===== src/rtl/cronometru_pkg.sv =====
// Shared types and digit helpers for the cronometru_lap BCD stopwatch.
package cronometru_pkg;

    typedef logic [3:0] bcd_digit_t;

    // Odd positions of an mm:ss display are the tens of seconds/minutes.
    function automatic bcd_digit_t digit_max(input int index, input int sexagesimal);
        return ((sexagesimal != 0) && ((index % 2) == 1)) ? 4'd5 : 4'd9;
    endfunction

    function automatic bcd_digit_t sat_digit(input bcd_digit_t value, input bcd_digit_t max);
        return (value > max) ? max : value;
    endfunction

endpackage


===== src/rtl/bcd_digit.sv =====
// One BCD digit of the stopwatch: load, increment with carry, decrement with borrow.
module bcd_digit (
    input  logic       clk,
    input  logic       reset,
    input  logic       clear,
    input  logic       load,
    input  logic       inc,
    input  logic       dec,
    input  logic [3:0] max,
    input  logic [3:0] load_value,
    output logic [3:0] q,
    output logic       carry_out,
    output logic       borrow_out
);

    assign carry_out  = inc && (q == max);
    assign borrow_out = dec && (q == 4'd0);

    always_ff @(posedge clk or negedge reset) begin
        if (!reset) begin
            q <= 4'd0;
        end else if (clear) begin
            q <= 4'd0;
        end else if (load) begin
            q <= load_value;
        end else if (inc) begin
            q <= (q == max) ? 4'd0 : q + 4'd1;
        end else if (dec) begin
            q <= (q == 4'd0) ? max : q - 4'd1;
        end
    end

endmodule


===== src/rtl/cronometru_lap.sv =====
// Prescaled up/down BCD stopwatch with preload, lap capture, wrap pulse and
// countdown-done flag; drives the seven-segment display path.
module cronometru_lap
    import cronometru_pkg::*;
#(
    parameter int NUM_DIGITS  = 4,
    parameter int PRESCALE    = 100000,
    parameter int SEXAGESIMAL = 0
) (
    input  logic                    clk,
    input  logic                    reset,
    input  logic                    pause,
    input  logic                    clear,
    input  logic                    dir,
    input  logic                    load,
    input  logic [4*NUM_DIGITS-1:0] load_value,
    input  logic                    lap,
    output logic [4*NUM_DIGITS-1:0] bcd,
    output logic [4*NUM_DIGITS-1:0] lap_bcd,
    output logic                    lap_valid,
    output logic                    carry,
    output logic                    done
);

    localparam int            PW     = (PRESCALE > 1) ? $clog2(PRESCALE) : 1;
    localparam logic [PW-1:0] P_LAST = PW'(PRESCALE - 1);

    logic [PW-1:0]           presc;
    logic                    run;
    logic                    tick;
    logic                    down_tick;
    logic                    all_zero;
    logic                    one_left;
    logic                    unused_borrow;
    logic [NUM_DIGITS-1:0]   inc_v;
    logic [NUM_DIGITS-1:0]   dec_v;
    logic [NUM_DIGITS-1:0]   carry_v;
    logic [NUM_DIGITS-1:0]   borrow_v;
    logic [NUM_DIGITS-1:0]   is_zero;
    logic [4*NUM_DIGITS-1:0] load_sat;

    // A finished countdown freezes the prescaler until dir, clear or load releases it.
    assign run       = !pause && !(dir && done);
    assign tick      = run && (presc == P_LAST);
    assign down_tick = tick && dir;
    assign all_zero  = &is_zero;
    assign one_left  = (bcd[3:0] == 4'd1) && (&is_zero[NUM_DIGITS-1:1]);

    // Decrement is never issued from all-zero, so the top borrow never fires.
    assign unused_borrow = borrow_v[NUM_DIGITS-1];

    for (genvar i = 0; i < NUM_DIGITS; i++) begin : g_digit
        localparam bcd_digit_t DMAX = digit_max(i, SEXAGESIMAL);

        if (i == 0) begin : g_lsd
            assign inc_v[i] = tick && !dir;
            assign dec_v[i] = down_tick && !all_zero;
        end else begin : g_chain
            assign inc_v[i] = carry_v[i-1];
            assign dec_v[i] = borrow_v[i-1];
        end

        assign load_sat[4*i +: 4] = sat_digit(load_value[4*i +: 4], DMAX);
        assign is_zero[i]         = (bcd[4*i +: 4] == 4'd0);

        bcd_digit u_digit (
            .clk        (clk),
            .reset      (reset),
            .clear      (clear),
            .load       (load),
            .inc        (inc_v[i]),
            .dec        (dec_v[i]),
            .max        (DMAX),
            .load_value (load_sat[4*i +: 4]),
            .q          (bcd[4*i +: 4]),
            .carry_out  (carry_v[i]),
            .borrow_out (borrow_v[i])
        );
    end

    always_ff @(posedge clk or negedge reset) begin
        if (!reset) begin
            presc <= '0;
        end else if (clear || load) begin
            presc <= '0;
        end else if (run) begin
            presc <= (presc == P_LAST) ? '0 : presc + 1'b1;
        end
    end

    // Carry out of the top digit means every digit was at its max: full wrap.
    always_ff @(posedge clk or negedge reset) begin
        if (!reset) begin
            carry <= 1'b0;
            done  <= 1'b0;
        end else if (clear) begin
            carry <= 1'b0;
            done  <= 1'b0;
        end else begin
            carry <= !load && carry_v[NUM_DIGITS-1];
            if (!dir) begin
                done <= 1'b0;
            end else if (load) begin
                if (load_sat != '0) done <= 1'b0;
            end else if (down_tick && (all_zero || one_left)) begin
                done <= 1'b1;
            end
        end
    end

    always_ff @(posedge clk or negedge reset) begin
        if (!reset) begin
            lap_bcd   <= '0;
            lap_valid <= 1'b0;
        end else if (clear) begin
            lap_bcd   <= '0;
            lap_valid <= 1'b0;
        end else if (lap) begin
            lap_bcd   <= bcd;
            lap_valid <= 1'b1;
        end
    end

endmodule

===== config.mk =====
export PLATFORM = sky130hd
export DESIGN_NAME = cronometru_lap
export DESIGN_NICKNAME = d
export VERILOG_FILES = /design/src/rtl/cronometru_pkg.sv /design/src/rtl/bcd_digit.sv /design/src/rtl/cronometru_lap.sv
export SDC_FILE = /design/constraint.sdc
export NUM_CORES = 1
export LEC_CHECK = 0
export CORE_ASPECT_RATIO = 0.6
export CORE_MARGIN = 2
export CORE_UTILIZATION = 23
export DETAILED_ROUTE_END_ITERATION = 12
export SKIP_CTS_REPAIR_TIMING = 1
export SYNTH_ARGS = -nofsm -noshare
export SYNTH_HDL_FRONTEND = slang
export SYNTH_SLANG_ARGS = --single-unit

===== constraint.sdc =====
create_clock -name clk -period 2.45 [get_ports clk]
set_input_delay 0.735 -clock clk [delete_from_list [all_inputs] [get_ports clk]]
set_output_delay 0.735 -clock clk [all_outputs]
set_load 0.005 [all_outputs]

==> impl_metrics.yaml <==
setup_path:
  critical_path.max_stage_delay_ns: 0.45
  r2r-end: "g_digit[3].u_digit.q[2]"
  path_class: "input port to flop"
  start_kind: "input port"
  rr_worst_depth: 8
  cp_max_fo: 3
  crit_slowest_cell: "clkdlybuf4s50_1"
  cp.arrival_ns: 2.38
  rrSetupSlack_ns: 0.27
  cp_cell_sequence: "clkdlybuf4s50_1 > buf_4 > or2_2 > a2111oi_0 > a211oi_1 > o41ai_1"
  cp.required_ns: 2.64
  reg2reg_from: "g_digit[1].u_digit.q[0]"
  end_kind: "flop"
synth:
  ys_ff_latch: 52
  synth-edff-count: 0
  synthFlopType: "dfrtp_1"
  async_flop_share_pct: 100.0
  syn_area_um2: 3704
  synth_seq_area_share_pct: 35.14
  synth_cell_types: 73
  avgSynthCellArea_um2: 8.989
  syn-num-nets: 448
  syn_inst: 412
  synth-warning-count: 0
route:
  drc: 0
  via_per_inst: 5.103
  wl_per_cell_um: 16.71
  wirelength_mm: 11.98
  drtIter0Drc: 325
  drtPass1Iterations: 5
  vias: 3659
  antenna_left: 0
timing:
  rsz0062_at_grt: "no"
  finalMaxSlewViolations: 0
  worst-slew-pin-transition_ns: 0.5745
  finClkSkew_ns: 0.008511
  fin_crit_ns: 2.195
  period_share_pct: 89.58
  setup_viol: 0
  finalHoldViolations: 0
  timing.slew.headroom_pct: 61.70
  fmax_mhz: 455.6
  tns_ns: 0
global_route:
  antenna_found_initial: 0
  grt_pass1_vias: 3342
  grt_max_degree: 33
  grt_first_pass_wirelength_mm: 18.86
  grt_use_total_pct: 14.10
  grt.overflow.total: 0
run_status:
  status: "completed"
clock_tree:
  cts.clk_slew.worst_paths_ns: 0.08
  worstSkewPairLatency_ns: 0.30
  cts_tree: "done"
  cts_max_level: 2
  clock_sinks: 52
  clockBufferDepth: 2
  cts_root_buf: "clkbuf_16"
  cts_made_buffers: 5
die:
  core_area_um2: 15550
  die-area_um2: 17170
  pin_count: 58
  dieHeight_um: 102.3
  die_x_um: 167.8
  start_util_pct: 23.82
  rows: 35
worst_hold_path:
  hold_path.class: "input port to async pin"
cells_and_area:
  n_antenna_cell: 0
  drive_gt1_share_pct: 17.51
  final_cell_mix: "55 x clkdlybuf4s50_1, 55 x buf_4, 52 x dfrtp_1"
  fin_nets: 549
  area_growth_pct: 37.60
pwr:
  power_density_nw_per_um2: 480.6
  ir_drop_mv: 0.2790
  power_leakage_nw: 2.165
  finalPower_mw: 2.449
job:
  drv_cap: 0
placement:
  place_congestion: 0.9213
  portBuffers: 57
  hpwl_mm: 9.288
## sequential cells by signal, summed over array words and instances, names as in the netlist
register and count:
carry 1, done 1, g_digit.u_digit.q 16, lap_bcd 16, lap_valid 1, presc 17
## layer usage
layer / wire length (µm) / track usage, %
met3: 898 / 3.563
met5: 0 / 0
met4: 93 / 2.809
met1: 6312 / 22.17
met2: 4673 / 18.94
## stage by stage
step                      setup WS, ns  instance area [µm²]  util [%]  hold slack (ns)  instances
after floorplan                 0.1623                 3704         -           0.4394        412
after global placement         -0.3931                 4883     31.41           0.4783        708
after detailed placement       -0.3647                 4883     31.41           0.4872        708
after CTS                     -0.06290                 5066     32.59           0.4417        716
after global routing            0.1193                 5096     32.78           0.4575        717
final                           0.2552                 5096     32.78           0.4249        717
## cells by family after synthesis
logic type               share of synthesized area (%)
AO/OA/AOI/OAI                                    18.08
XOR/XNOR                                         3.784
adder cells (fa/ha/maj)                          4.392
buffers and inverters                            4.223
flip-flops                                       35.14
multiplexers                                     7.905
AND/OR/NAND/NOR                                  26.49
## cells in the mapped netlist, drive strengths merged (8+ instances only)
master / n / area share (%)
inv: 19 / 1.9
ha: 13 / 4.4
nand3: 18 / 2.4
nor3: 15 / 2.3
dfrtp: 52 / 35
nor2: 53 / 5.6
nand2: 27 / 2.7
mux2i: 27 / 7.3
clkbuf: 13 / 1.3
xor2: 8 / 1.9
nor4: 8 / 2.2
o21ai: 17 / 2.3
a21oi: 12 / 1.6
a211oi: 8 / 1.6
xnor2: 8 / 1.9
## worst max path at each step
stage / start / to / slack, ns
2_1_floorplan: dir / g_digit[3].u_digit.q[3] / 0.16
3_3_place_gp: dir / g_digit[3].u_digit.q[3] / -0.39
3_5_place_dp: dir / g_digit[3].u_digit.q[3] / -0.36
4_1_cts: dir / g_digit[3].u_digit.q[3] / -0.06
5_1_grt: g_digit[0].u_digit.q[1] / g_digit[2].u_digit.q[2] / 0.12
6_report: pause / g_digit[0].u_digit.q[3] / 0.26
## cell type report
cell class / instances / area, µm²
fill: 1573 / 10450
multi-input combinational: 321 / 2266
sequential: 52 / 1301
timing repair buffer: 114 / 1021
tap: 203 / 254.0
clock buffer: 7 / 152.6
inverter: 19 / 71.32
clock inverter: 1 / 30.03
## where the power goes
part	switching [mW]	leakage (nW)	internal, mW	total (mW)
Sequential	0.0532	0.704	0.897	0.950
Clock	0.348	0.0901	0.540	0.888
Combinational	0.308	1.37	0.303	0.612
Total	0.710	2.16	1.74	2.45
## critical path, delay by kind of cell
| kind | cells | cell delay [ns] |
|---|---|---|
| AO/OA/AOI/OAI | 3 | 0.74 |
| buffers and inverters | 2 | 0.61 |
| AND/OR/NAND/NOR | 1 | 0.30 |
No activity file was read; power rests on OpenSTA's default activity.
